## config.mk

```make
export PLATFORM = sky130hd
export DESIGN_NAME = wb_pipe
export DESIGN_NICKNAME = d
export VERILOG_FILES = /design/src/rtl/wb_pipe.sv
export SDC_FILE = /design/constraint.sdc
export NUM_CORES = 1
export LEC_CHECK = 0
export ABC_AREA = 1
export BUFFER_PORTS_ARGS = -buffer_cell sky130_fd_sc_hd__buf_2
export CORE_MARGIN = 2
export CORE_UTILIZATION = 40
export DETAILED_ROUTE_END_ITERATION = 12
export GPL_TIMING_DRIVEN = 0
export PLACE_DENSITY = 0.76
export SLEW_MARGIN = 15
export SYNTH_ARGS = -nofsm -noshare
export SYNTH_HDL_FRONTEND = slang
export SYNTH_SLANG_ARGS = --single-unit
```

## constraint.sdc

```tcl
create_clock -name clk -period 1.45 [get_ports clk]
set_input_delay 0.145 -clock clk [delete_from_list [all_inputs] [get_ports clk]]
set_output_delay 0.145 -clock clk [all_outputs]
set_load 0.01 [all_outputs]
```

## src/rtl/wb_pipe.sv

```systemverilog
// Write-back stage: a 2-entry skid buffer between MEM and the register file.
// It formats load data at push time and counts retired entries.
module wb_pipe #(
    parameter int D_SIZE        = 32,
    parameter int ADDR_LINE_REG = 5,
    parameter int CNT_W         = 32
) (
    input  logic                     clk,
    input  logic                     rst_n,
    input  logic                     valid_f_mem,
    output logic                     ready_f_wb_to_mem,
    input  logic                     reg_write_f_mem,
    input  logic                     mem_to_reg_f_mem,
    input  logic [D_SIZE-1:0]        alu_out_f_mem_2_wb,
    input  logic [31:0]              mem_rdata_f_mem_2_wb,
    input  logic [1:0]               ld_size_f_mem,
    input  logic                     ld_unsigned_f_mem,
    input  logic [1:0]               ld_offset_f_mem,
    input  logic [ADDR_LINE_REG-1:0] alu_add_f_mem_2_wb,
    input  logic                     flush_f_ctrl,
    input  logic                     rf_ready_f_id,
    output logic                     wb_valid_f_wb_id,
    output logic                     reg_we_f_wb_id,
    output logic [D_SIZE-1:0]        reg_data_f_wb_id,
    output logic [ADDR_LINE_REG-1:0] reg_addr_f_wb_id,
    output logic                     mem_to_reg_f_wb_to_id,
    output logic [CNT_W-1:0]         retire_cnt
);

    typedef struct packed {
        logic                     reg_write;
        logic                     mem_to_reg;
        logic [D_SIZE-1:0]        data;
        logic [ADDR_LINE_REG-1:0] addr;
    } entry_t;

    entry_t           buf_q [2];
    logic             rd_ptr_q, rd_ptr_d;
    logic             wr_ptr_q, wr_ptr_d;
    logic [1:0]       count_q, count_d;
    logic             ready_q, ready_d;
    logic [CNT_W-1:0] retire_q, retire_d;

    logic             push, pop;
    entry_t           push_entry;
    entry_t           head;
    logic [31:0]      byte_shift, half_shift;
    logic             sign;
    logic [D_SIZE-1:0] load_data;

    // Load formatting: fill with the extension bit, then overlay the selected field.
    always_comb begin
        byte_shift = mem_rdata_f_mem_2_wb >> {ld_offset_f_mem, 3'b000};
        half_shift = mem_rdata_f_mem_2_wb >> {ld_offset_f_mem[1], 4'b0000};
        sign       = 1'b0;
        load_data  = '0;
        unique case (ld_size_f_mem)
            2'b00: begin
                sign            = !ld_unsigned_f_mem && byte_shift[7];
                load_data       = {D_SIZE{sign}};
                load_data[7:0]  = byte_shift[7:0];
            end
            2'b01: begin
                sign            = !ld_unsigned_f_mem && half_shift[15];
                load_data       = {D_SIZE{sign}};
                load_data[15:0] = half_shift[15:0];
            end
            default: begin
                sign            = !ld_unsigned_f_mem && mem_rdata_f_mem_2_wb[31];
                load_data       = {D_SIZE{sign}};
                load_data[31:0] = mem_rdata_f_mem_2_wb;
            end
        endcase
    end

    always_comb begin
        push_entry.reg_write  = reg_write_f_mem;
        push_entry.mem_to_reg = mem_to_reg_f_mem;
        push_entry.data       = mem_to_reg_f_mem ? load_data : alu_out_f_mem_2_wb;
        push_entry.addr       = alu_add_f_mem_2_wb;
    end

    assign head = buf_q[rd_ptr_q];

    always_comb begin
        push     = valid_f_mem && ready_q && !flush_f_ctrl;
        pop      = (count_q != 2'd0) && rf_ready_f_id && !flush_f_ctrl;
        count_d  = count_q;
        rd_ptr_d = rd_ptr_q;
        wr_ptr_d = wr_ptr_q;
        retire_d = retire_q;
        if (flush_f_ctrl) begin
            count_d  = 2'd0;
            rd_ptr_d = 1'b0;
            wr_ptr_d = 1'b0;
        end else begin
            if (push) wr_ptr_d = !wr_ptr_q;
            if (pop) begin
                rd_ptr_d = !rd_ptr_q;
                retire_d = retire_q + CNT_W'(1);
            end
            if (push && !pop) count_d = count_q + 2'd1;
            else if (pop && !push) count_d = count_q - 2'd1;
        end
        ready_d = (count_d != 2'd2);
    end

    always_ff @(posedge clk or negedge rst_n) begin
        if (!rst_n) begin
            count_q  <= 2'd0;
            rd_ptr_q <= 1'b0;
            wr_ptr_q <= 1'b0;
            ready_q  <= 1'b1;
            retire_q <= '0;
            buf_q[0] <= '0;
            buf_q[1] <= '0;
        end else begin
            count_q  <= count_d;
            rd_ptr_q <= rd_ptr_d;
            wr_ptr_q <= wr_ptr_d;
            ready_q  <= ready_d;
            retire_q <= retire_d;
            if (push) buf_q[wr_ptr_q] <= push_entry;
        end
    end

    // Outputs are gated so an empty buffer presents all zeros.
    always_comb begin
        wb_valid_f_wb_id      = (count_q != 2'd0);
        reg_we_f_wb_id        = wb_valid_f_wb_id && head.reg_write
                                && (head.addr != '0) && rf_ready_f_id;
        reg_data_f_wb_id      = wb_valid_f_wb_id ? head.data : '0;
        reg_addr_f_wb_id      = wb_valid_f_wb_id ? head.addr : '0;
        mem_to_reg_f_wb_to_id = wb_valid_f_wb_id && head.mem_to_reg;
    end

    assign ready_f_wb_to_mem = ready_q;
    assign retire_cnt        = retire_q;

endmodule

```

==> flow_results.org, run 1 <==
** Outcome
- Outcome :: finished with violations
- The final reports fail on negative setup slack.

** Cells and area
- The post-route netlist has 49.54% of its cells at a drive strength greater than 1.
- Antenna cell count :: 0
- The net count of the finished layout is 1,254.
- Post-layout instance area :: 11,030 sq um
- Share of the core filled with cells :: 67.23%
- The area growth from synthesis to layout is 66.34%.

** Place
- The congestion estimate from routability-driven global placement came to 0.9588.
- Input and output buffers added on the ports amount to 152.
- Placed standard-cell area :: 7746 sq um
- Total half-perimeter wirelength after legalization and detailed placement :: 14,830 um

** Synthesis
- Flops & latches, synth :: 115
- Most common cell in the synthesized netlist :: sky130_fd_sc_hd__nand2_1
- The average instance in the mapped netlist occupies 7.177 sq um.
- Counting every instance in the synthesized netlist gives 924.
- Of all flip-flops after synthesis, the portion carrying an async set or reset was 100.0%.
- The commonest cells after synthesis are sky130_fd_sc_hd__nand2_1, sky130_fd_sc_hd__dfrtp_1, sky130_fd_sc_hd__nor2_1, sky130_fd_sc_hd__nand3_1, sky130_fd_sc_hd__o21ai_0.
- Sequential cells were found to cover 43.42% of the synthesized design area.
- Distinct cell type count of the synthesized netlist :: 37
- Proportion of netlist area held by the largest area contributor :: 43.02%
- Number of synthesized flops with an enable pin :: 0
- Library cell occupying the most area in the post-synthesis netlist :: sky130_fd_sc_hd__dfrtp_1
- Number of warnings issued by yosys :: 0
- Mapped Nets :: 1,007
- Mapped cell area :: 6631 sq um
- Cell types with the largest area share after synthesis :: sky130_fd_sc_hd__dfrtp_1, sky130_fd_sc_hd__nand2_1, sky130_fd_sc_hd__nand3_1
- In the synthesized netlist the dominant register cell turns out to be sky130_fd_sc_hd__dfrtp_1.

** Global routing
- Via count of the first global-routing pass :: 7,355
- The initial antenna violation count was 0.
- Maximum number of pins on one net before global-route repair :: 76
- Global routing consumed, over all layers together, 28.16% of the routing resources.
- The first global-routing pass estimated 38,840 um of wire.
- After global routing the overflow that remains totals 0.

** Power
- Sequential cells account for 32.1% of the total power.
- Portion of total power attributed to combinational logic :: 34.6%
- The analysis attributes to cell leakage a power of 5.290 nW.
- Switching share of total power :: 34.85%
- Switch Pwr :: 5.358 mW
- Cell Int Power :: 10.02 mW
- Fraction of power consumed by the clock network :: 33.3%
- VDD IR-drop max :: 1.051 mV
- Dividing total power by cell area gives a power density of 1394 nW/um^2.

** Min path
- In this run the worst hold path is classified as in -> reg.
- In this run the most critical hold path is launched from alu_add_f_mem_2_wb[2].

** Floorplan
- The initial utilization of the core area, before any placement, comes to 40.42%.
- Measured along the y axis, the die boundary spans 132.8 um.
- The floorplan has 47 rows.
- Die footprint :: 17,620 sq um
- The die is 132.8 um wide.
- Core Footprint :: 16,410 sq um
- During I/O placement, the number of pins put on the boundary was 154.

** Critical path
- At the worst endpoint, the required time is 1.31 ns.
- The worst setup path is launched from a register.
- Worst-path fanout max :: 6
- Endpoint kind of the worst setup timing path :: primary output
- Data arrives at the worst endpoint at 1.71 ns.
- By startpoint and endpoint, the worst setup path is classified as reg -> out.
- Worst r2r src :: count_q[1]
- The most critical setup path has its startpoint at count_q[1].

** Clocking
- Clock insertion delay at the later pin of the skew report :: 0.43 ns
- TritonCTS clock tree :: done
- H-tree levels :: 4
- Counting the buffers created by CTS gives 17.
- Clock tree synthesis found a total of 115 sinks.
- Bufs on Longest Clock Path :: 2
- Clock transition at the registers of the reported paths :: 0.05 ns
- Cell chosen for the clock root :: sky130_fd_sc_hd__clkbuf_16

** STA
- Based on the critical path, the design can be clocked at up to 540.2 MHz.
- Measured against its own limit, the worst slew margin works out to 64.72%.
- Post-route worst setup slack :: -0.4013 ns
- Of the available clock period, the critical path in the final layout requires 127.7%.
- Worst Hold Margin :: 0.04192 ns
- Clock Skews :: 0.01255 ns
- The number of max-slew violations in the final report came to 0.
- Slew at the pin closest to its max-slew limit :: 0.5292 ns
- Setup repair after global routing could not meet its margin everywhere.
- Total count of hold-check failures in the final report :: 0
- The worst path in the final design needs a cycle of 1.851 ns, including I/O delays and setup.
- Number of endpoints failing setup at the final stage :: 155

** Detailed routing
- Detailed routing inserted a total of 7,947 vias.
- After detailed routing, the average wire length per cell comes to 20.05 um.
- Wires add up to 28,130 um.
- Post-route DRC violation count :: 0
- After detailed routing, the number of vias per cell comes to 5.664.
- 1st-pass router iterations :: 5
- Once detail routing completed, the nets flagged for antenna violations numbered 0.
- The first routing iteration left 804 violations.

** Flow run
- Max-cap violation count :: 0
==> layout by cell type, fill, tap and decap left out, types with 21 or more instances in the layout <==
cell type / netlist / final
sky130_fd_sc_hd__buf_2: 20 / 152
sky130_fd_sc_hd__inv_1: 56 / 52
sky130_fd_sc_hd__nand2_1: 302 / 208
sky130_fd_sc_hd__a21oi_1: 51 / 38
sky130_fd_sc_hd__nand2_2: 7 / 72
sky130_fd_sc_hd__o21ai_1: 27 / 21
sky130_fd_sc_hd__buf_4: 0 / 26
sky130_fd_sc_hd__clkbuf_16: 0 / 23
sky130_fd_sc_hd__nor2_1: 88 / 66
sky130_fd_sc_hd__nand2_4: 3 / 30
sky130_fd_sc_hd__buf_6: 3 / 32
sky130_fd_sc_hd__o21ai_0: 75 / 21
sky130_fd_sc_hd__dfrtp_1: 114 / 108
sky130_fd_sc_hd__o21ai_2: 0 / 48
sky130_fd_sc_hd__nand3_2: 1 / 32
sky130_fd_sc_hd__nand3_1: 77 / 37
==> registers in the layout (all words and copies together), names as in the netlist <==
signal	cells
buf_q	78
wr_ptr_q	1
count_q	2
rd_ptr_q	1
retire_cnt	32
ready_f_wb_to_mem	1
==> power by group through the flow <==
stage               sequential (mW)  clock [mW]  combinational [mW]
global route                   5.00        5.28                5.62
detailed placement             4.59           0                2.90
floorplan                      4.52           0                1.84
global placement               4.55           0                2.83
CTS                            4.64        5.07                4.17
finish                         4.93        5.12                5.33
==> per-stage QoR <==
stage / TNS [ns] / total power [mW] / cells / worst slack (ns)
after floorplan: -0.08466 / 6.368 / 924 / -0.04499
after global placement: -164.90 / 7.384 / 1296 / -1.418
after detailed placement: -30.67 / 7.490 / 1297 / -0.5000
after CTS: -24.64 / 13.88 / 1393 / -0.3724
after global routing: -39.55 / 15.90 / 1403 / -0.4373
final: -33.27 / 15.38 / 1403 / -0.4013
==> worst paths after layout <==
path	endpoint	slack (ns)	cells after the start
min in group asynchronous	buf_q[40]	0.21	2
max	reg_we_f_wb_id	-0.40	7
max in group asynchronous	rd_ptr_q	0.51	3
max reg2reg	retire_cnt[18]	-0.34	12
min reg2reg	buf_q[13]	0.49	2
min	buf_q[2]	0.04	3
==> metal layers <==
| layer | routed length [um] | GRT usage, % | share of wire [%] | vias up |
|---|---|---|---|---|
| li1 | - | - | - | 3473 |
| met1 | 10350 | 35.55 | 37 | 3792 |
| met2 | 14010 | 47.44 | 50 | 571 |
| met3 | 2510 | 5.057 | 8.9 | 111 |
| met4 | 1264 | 12.19 | 4.5 | 0 |
| met5 | 0 | 0 | 0 | - |
==> timing repair <==
item	CTS	global route
buffers inserted	44	13
endpoints found under the setup margin	149	155
gates cloned	17	2
pin swaps	52	64
hold buffers	5	0
gates resized for setup	289	232
hold endpoints to repair	48	0
==> critical path, cell delays in order (launching register included) <==
cell and delay, ns:
sky130_fd_sc_hd__dfrtp_1 0.34, sky130_fd_sc_hd__inv_2 0.06, sky130_fd_sc_hd__ha_4 0.19, sky130_fd_sc_hd__clkinv_8 0.09
sky130_fd_sc_hd__buf_8 0.12, sky130_fd_sc_hd__nand2_8 0.07, sky130_fd_sc_hd__nor3_1 0.23, sky130_fd_sc_hd__buf_2 0.18
==> final cells by class <==
class	instances	area, sq um
clock buffers	22	484.2
inverters	64	297.8
repair buffers	227	1770
repair inverters	2	16.27
multi-input cells	703	4576
clock inverters	9	222.7
well taps	220	275.3
fillers	1145	5376
plain buffers	41	501.7
flip-flops and latches	115	2887
==> cells by family (layout without fill, tap and decap cells) <==
logic type	after synthesis	after routing	share of synthesized area, %
simple gates	522	522	34.38
buf+inv	106	365	6.755
fa+ha+maj	2	2	0.3773
compound gates	155	155	11.81
xor+xnor	19	19	2.509
mux	5	5	0.7547
flops	115	115	43.42
No activity file was read; power rests on OpenSTA's default activity.
==> inputs of run 2 (changes only) <==
==> constraint.sdc (replaced) <==
create_clock -name clk -period 1.6 [get_ports clk]
set_input_delay 0.16 -clock clk [delete_from_list [all_inputs] [get_ports clk]]
set_output_delay 0.16 -clock clk [all_outputs]
set_load 0.01 [all_outputs]
==> run 2 against run 1 <==
Net effect:
- the run still ends with negative setup slack left
- sequential power shrank 14%
- power down 24%
- critical path type unchanged
- worst hold slack worse by 0.026 ns
- critical path depth fell by 1
- combinational power is 32% lower
- critical endpoint unchanged
==> flow_results.org, run 2 (synthesized netlist as in run 1, its figures left out) <==
** STA
- Number of endpoints failing setup at the final stage :: 55 (-65%)
- Clock Skews :: 0.009801 ns (-0.002752 ns)
- The headroom to the max-slew limit is 62.29% (-2.4 points).
- Slew at the pin closest to its max-slew limit :: 0.5656 ns (+0.03647 ns)
- In the finished design, the share of the clock period the worst path needs comes to 114.3%.
- The sum of negative setup slack was -6.709 ns (+26.56 ns).
- Setup repair after global routing could not meet its margin everywhere.
- Post-route worst setup slack :: -0.2287 ns (+0.1725 ns)
- Peak clock frequency supported by timing :: 546.8 MHz
- The worst path in the final design needs a cycle of 1.829 ns, including I/O delays and setup.
- Total count of hold-check failures in the final report :: 0 (unchanged)
- Final number of max-transition violations :: 0 (unchanged)

** Cells and area
- The register with the most flip-flops in the final layout is buf_q.
- The flip-flop count of the largest register, all copies and words added is 78 (unchanged).
- Most common cell after layout, fill and taps aside :: sky130_fd_sc_hd__nand2_1
- The library cells used most frequently in the layout, excluding fill and tap cells, are sky130_fd_sc_hd__nand2_1, sky130_fd_sc_hd__buf_2, sky130_fd_sc_hd__dfrtp_1.
- The ratio of cells with drive above 1 in the final layout came to 34.12% (-15 points).
- Register Area :: 2882 sq um (-0.17%)
- Net total in the final layout :: 1,216 (-3.0%)
- Layout filler cell count :: 1,476 (+29%)
- Combined area of the multi-input logic cells :: 3791 sq um (-17%)
- Post-synthesis to final-layout area growth :: 41.58%

** Global routing
- The via count of the first global-routing pass was 6,808 (-7.4%).
- Overall routing resource usage :: 24.63% (-3.5 points)
- Initial antenna violation count :: 1 (+1)
- Wire length of the first global-routing pass :: 34,310 um (-12%)
- The total global routing overflow is 0 (unchanged).
- The maximum number of pins on one net before global-route repair was 66 (-13%).

** Clocking
- The clock slew seen by the registers of the worst setup and hold paths is 0.06 ns (about the same).
- Cell chosen for the clock root :: sky130_fd_sc_hd__clkbuf_16
- Number of buffers created by CTS :: 17 (unchanged)
- Clock insertion delay at the later pin of the skew report :: 0.42 ns (about the same)
- Number of sinks handled by clock tree synthesis :: 115 (unchanged)
- Bufs on Longest Clock Path :: 2 (unchanged)
- H-tree levels :: 4 (unchanged)
- TritonCTS built the clock tree.

** Outcome
- Outcome :: finished with violations
- The checks that failed: negative setup slack.

** Power
- VDD IR-drop max :: 0.8215 mV (-22%)
- Ratio of total power to cell area :: 1241 nW/um^2 (-11%)
- The static leakage was 4.736 nW (-10%).
- The total power was 11.65 mW (-24%).

** Floorplan
- Die Wd :: 132.8 um (unchanged)
- I/O pin total :: 154 (unchanged)
- The row count is 47 (unchanged).
- The initial core utilization is 40.42% (unchanged).
- Die footprint :: 17,620 sq um (unchanged)
- Core Footprint :: 16,410 sq um (unchanged)
- The die height came to 132.8 um (unchanged).

** Min path
- Min-Delay Path Depth :: 3 (unchanged)
- Kind of path behind the tightest hold check :: in -> reg

** Detailed routing
- 1st-pass router iterations :: 5 (unchanged)
- The per-cell routed wire length was 15.95 um (-20%).
- Routed via count :: 7,152 (-10%)
- The sum of routed wire length over all layers is 21,800 um (-23%).
- The post-detailed-route count of antenna-violating nets came to 0 (unchanged).
- The via count normalized by instance count was 5.232 (-7.6%).
- The starting DRC count in detailed routing came to 539 (-33%).
- Post-route DRC violation count :: 0 (unchanged)

** Critical path
- Startpoint kind of the worst setup timing path :: register
- The arrival time at the worst endpoint is 1.67 ns (-0.04 ns).
- Setup Crit Path Kind :: reg -> out
- The depth of the worst register-to-register path was 11 (-1).
- Worst-path fanout max :: 5 (-1)
- The required time of the critical path was 1.44 ns (+0.13 ns).
- Endpoint kind of the worst setup timing path :: primary output

** Flow run
- Max-cap violation count :: 0 (unchanged)

** Place
- The placed wire-length estimate is 15,120 um (+1.9%).
- The minimum setup slack after placement is -0.3536 ns (+0.1464 ns).
- Number of buffer cells added on primary ports :: 152 (unchanged)
- Placer Congestion :: 0.9368 (-2.3%)
## run 2: changes by cell type in the layout (fill, tap and decap cells not counted), sizes merged
| cell | delta |
|---|---|
| buf | -32 |
| clkinvlp | +3 |
| clkinv | +3 |
| bufinv | -5 |
| clkbuf | -9 |
| diode | +1 |
| inv | +3 |
## run 2: where the power goes
group,internal (mW),switching (mW),leakage [nW],total (mW)
Clock,2.34,1.48,0.275,3.82
Combinational,1.53,2.07,3.00,3.60
Sequential,3.71,0.525,1.46,4.23
## run 2: layout make-up
cell class | count | area share, %
multi-input cells | 703 | 40.38
plain buffers | 41 | 3.878
repair buffers | 190 | 12.78
well taps | 220 | 2.932
flip-flops and latches | 115 | 30.69
inverters | 64 | 2.892
repair inverters | 1 | 0.09328
clock buffers | 18 | 4.678
diodes | 1 | 0.02665
clock inverters | 14 | 1.652
## run 2: worst paths after layout
path                                  startpoint  slack (ns)           endpoint
min reg2reg                            buf_q[70]        0.48          buf_q[70]
min                        alu_add_f_mem_2_wb[3]        0.02           buf_q[3]
max in group asynchronous                  rst_n        0.62  ready_f_wb_to_mem
max                                     rd_ptr_q       -0.23     reg_we_f_wb_id
max reg2reg                           count_q[0]       -0.12     retire_cnt[19]
min in group asynchronous                  rst_n        0.27      retire_cnt[9]
## run 2: critical path: stages (launching register included)
cell,delay (ns)
sky130_fd_sc_hd__dfrtp_2,0.45
sky130_fd_sc_hd__buf_12,0.17
sky130_fd_sc_hd__mux2i_4,0.19
sky130_fd_sc_hd__nand3_1,0.07
sky130_fd_sc_hd__nor2_1,0.04
sky130_fd_sc_hd__nor3_1,0.15
sky130_fd_sc_hd__buf_2,0.17
## run 2: what timing repair did
item	4_1_cts	5_1_grt
setup endpoints to repair	150	149
endpoints found under the hold margin	56	0
resized for setup	128	110
hold buffers	5	0
pin swaps	23	33
buffers inserted	17	13
cloned	3	1
## run 2: metal layers
layer	up-vias	global-route usage, %	share of wire [%]
met2	314	40.59	49
li1	3398	-	-
met5	-	0	0
met1	3383	31.61	42
met4	0	9.438	2.7
met3	57	5.556	6.8
## run 2: per-stage QoR
step | util, % | area, sq um | hold WS (ns) | std cells
2_1_floorplan | - | 6631 | -0.1356 | 924
3_3_place_gp | 46.73 | 7667 | 0.4303 | 1296
3_5_place_dp | 46.94 | 7701 | 0.1479 | 1297
4_1_cts | 54.46 | 8935 | 0.0003303 | 1354
5_1_grt | 57.23 | 9389 | 0.03344 | 1367
6_report | 57.23 | 9389 | 0.01618 | 1367
==> inputs of run 3 (changes only) <==
--- a/config.mk
+++ b/config.mk
@@ -11,7 +11,7 @@
 export CORE_UTILIZATION = 40
 export DETAILED_ROUTE_END_ITERATION = 12
 export GPL_TIMING_DRIVEN = 0
-export PLACE_DENSITY = 0.76
+export PLACE_DENSITY = 0.68
 export SLEW_MARGIN = 15
 export SYNTH_ARGS = -nofsm -noshare
 export SYNTH_HDL_FRONTEND = slang
==> run 3 against run 2 <==
Net effect:
- die area did not move
- the flow finishes with violations (negative hold slack, negative setup slack)
- clock power rose by 15%
- critical path depth did not move
- largest power group is now clock
- utilization rose by 1.6 points
- critical endpoint unchanged
==> flow_results.org, run 3 (synthesized netlist as in run 1, its figures left out) <==
** STA
- The sum of negative setup slack was -7.947 ns (-1.238 ns).
- Number of endpoints failing setup at the final stage :: 61 (+11%)
- Setup repair after global routing could not meet its margin everywhere.
- The fmax came to 533.9 MHz (-2.4%).
- Clock Skews :: 0.007503 ns (-0.002297 ns)
- The final critical-path setup slack came to -0.2732 ns (-0.04446 ns).
- Max-slew headroom :: 61.62% (-0.67 points)
- The transition time at the pin with the least slew margin was 0.5757 ns (+0.01006 ns).
- The share of the clock period used by the worst path after layout came to 117.1% (+2.8 points).
- Worst Hold Margin :: -0.001911 ns (-0.01809 ns)
- The time the worst path needs with I/O delays and setup came to 1.873 ns (+0.04446 ns).
- Final number of max-transition violations :: 0 (unchanged)
- Total count of hold-check failures in the final report :: 2 (+2)

** Critical path
- Data arrival time of the critical path :: 1.71 ns (+0.04 ns)
- The largest driver fanout on the critical path came to 5 (unchanged).
- Endpoint of the worst register-to-register path :: retire_cnt[19]
- Setup Crit Path Kind :: reg -> out
- Required time worst endpoint :: 1.44 ns (about the same)
- The worst register-to-register path begins at count_q[0].
- The depth of the worst register-to-register path is 11 (unchanged).
- The worst setup path is captured at a primary output.
- Startpoint kind of the worst setup timing path :: register
- Setup slack of the most critical reg-to-reg path :: -0.12 ns (about the same)

** Floorplan
- The standard cell core area is 16,410 sq um (unchanged).
- The row count came to 47 (unchanged).
- Initial Utilization :: 40.42% (unchanged)
- Die footprint :: 17,620 sq um (unchanged)
- I/O pin total :: 154 (unchanged)
- The die height was 132.8 um (unchanged).
- The width of the chip came to 132.8 um (unchanged).

** Place
- Placer Congestion :: 0.9090 (-3.0%)
- Total half-perimeter wirelength after legalization and detailed placement :: 14,890 um (-1.5%)
- The quantity of I/O buffers inserted on ports was 152 (unchanged).

** Cells and area
- The total of fill cells in the finished design is 1,416 (-4.1%).
- The flip-flop count of the largest register, all copies and words added was 78 (unchanged).
- The library cells used most frequently in the layout, excluding fill and tap cells, are sky130_fd_sc_hd__nand2_1, sky130_fd_sc_hd__buf_2, sky130_fd_sc_hd__dfrtp_1.
- Leaving out fill and tap cells, the most frequent cell in the layout is sky130_fd_sc_hd__nand2_1.
- The number of diodes was 0 (-1).
- The number of nets at the end of the flow was 1,217 (+0.082%).
- Fraction of layout cells with a size suffix above 1 :: 35.08% (+0.96 points)
- The area growth from synthesis to layout is 45.49%.
- Counting flops per register, the top entry is buf_q.

** Power
- The clock network power share was 35.2% (+2.4 points).
- The internal power consumption is 8.390 mW (+11%).
- VDD IR-drop max :: 0.9198 mV (+12%)
- The total power came to 12.52 mW (+7.4%).
- The power share of the sequential group was 34.0% (-2.3 points).
- Leak Pwr :: 4.859 nW (+2.6%)
- The combinational fraction of design power is 30.7% (-0.2 points).
- Ratio of total power to cell area :: 1297 nW/um^2 (+4.5%)
- Switch Pwr :: 4.126 mW (+1.4%)
- Switching share of total power :: 32.96% (-2.0 points)

** Global routing
- Maximum number of pins on one net before global-route repair :: 73 (+11%)
- The global-route wire length before repair is 33,870 um (-1.3%).
- Initial antenna violation count :: 0 (-1)
- The via count of the first global-routing pass is 6,674 (-2.0%).
- Overall routing resource usage :: 24.47% (-0.16 points)
- The total global routing overflow is 0 (unchanged).

** Detailed routing
- The DRC violation count after routing is 0 (unchanged).
- The starting DRC count in detailed routing is 566 (+5.0%).
- Routed Antenna Nets :: 0 (unchanged)
- DRT Wirelength :: 22,450 um (+3.0%)
- Vias per std cell :: 5.202 (-0.57%)
- The number of detailed-route iterations in the first pass is 6 (+1).
- The per-cell routed wire length was 16.44 um (+3.1%).
- Routed via count :: 7,106 (-0.64%)

** Clocking
- The clock latency at the later pin of the worst-skew pair came to 0.42 ns (about the same).
- Cell chosen for the clock root :: sky130_fd_sc_hd__clkbuf_16
- The number of clock sinks was 115 (unchanged).
- The clock slew seen by the registers of the worst setup and hold paths came to 0.06 ns (about the same).
- H-tree levels :: 4 (unchanged)
- Number of buffers created by CTS :: 17 (unchanged)
- Bufs on Longest Clock Path :: 2 (unchanged)
- TritonCTS clock tree :: done

** Outcome
- The checks that failed: negative hold slack, negative setup slack.
- The run finished, with violations left.

** Min path
- In this run the most critical hold path is launched from alu_add_f_mem_2_wb[0].
- The path with the worst hold slack has its endpoint at buf_q[39].
- Min-Delay Path Depth :: 3 (unchanged)
- The tightest min-delay check is of the in -> reg type.

** Flow run
- Max-cap violation count :: 0 (unchanged)
run 3: worst max-delay path by stage:
stage,startpoint,endpoint,cells past startpoint
after floorplan,retire_cnt[0],retire_cnt[14],7
after global placement,rst_n,buf_q[28],1
after detailed placement,count_q[0],reg_data_f_wb_id[29],7
after CTS,rd_ptr_q,reg_we_f_wb_id,9
after global routing,rd_ptr_q,reg_we_f_wb_id,6
final,rd_ptr_q,reg_we_f_wb_id,6
run 3: critical path: stages, from the launching register on:
cell and delay, ns:
sky130_fd_sc_hd__dfrtp_2 0.46, sky130_fd_sc_hd__buf_8 0.17, sky130_fd_sc_hd__mux2i_4 0.19, sky130_fd_sc_hd__nand3_2 0.08
sky130_fd_sc_hd__nor2_2 0.04, sky130_fd_sc_hd__nor3_2 0.19, sky130_fd_sc_hd__buf_2 0.16
run 3: what timing repair did:
item | in CTS | in global routing
endpoints found under the setup margin | 145 | 147
resized for setup | 141 | 129
hold endpoints to repair | 44 | 0
cloned | 5 | 2
setup buffers | 19 | 14
hold buffers | 2 | 0
pin swaps | 16 | 35
run 3: layout make-up:
cell class	instances	area (sq um)	share of cell area [%]
inverter	64	274.0	2.840
clock buffer	21	470.5	4.876
multi-input combinational	703	3899	40.41
clock inverter	10	202.7	2.101
timing repair inverter	1	11.26	0.1167
sequential	115	2882	29.87
buffer	40	374.1	3.878
tap	220	275.3	2.853
timing repair buffer	192	1260	13.06
run 3: power groups by stage:
| stage | registers [mW] | clock network (mW) | logic [mW] |
|---|---|---|---|
| after floorplan | 4.09 | 0 | 1.64 |
| after global placement | 4.13 | 0 | 2.53 |
| after detailed placement | 4.15 | 0 | 2.58 |
| after CTS | 4.15 | 4.42 | 3.23 |
| after global routing | 4.36 | 4.57 | 4.21 |
| final | 4.26 | 4.41 | 3.85 |
run 3: stage by stage:
step                      worst slack, ns  area (sq um)  std cells  util [%]
after global routing              -0.3180          9648       1366     58.80
after detailed placement          -0.4048          7701       1297     46.94
after floorplan                   0.02025          6631        924         -
final                             -0.2732          9648       1366     58.80
after global placement             -1.088          7667       1296     46.73
after CTS                         -0.2594          9024       1353     55.00
run 3: routing by layer:
layer  routed length (um)  track usage [%]  vias to the layer above
met5                    0                0                        -
met4                  506            7.826                        0
met3                 1380            4.444                       44
met2                10890            40.59                      312
met1                 9680            32.50                     3352
li1                     -                -                     3398
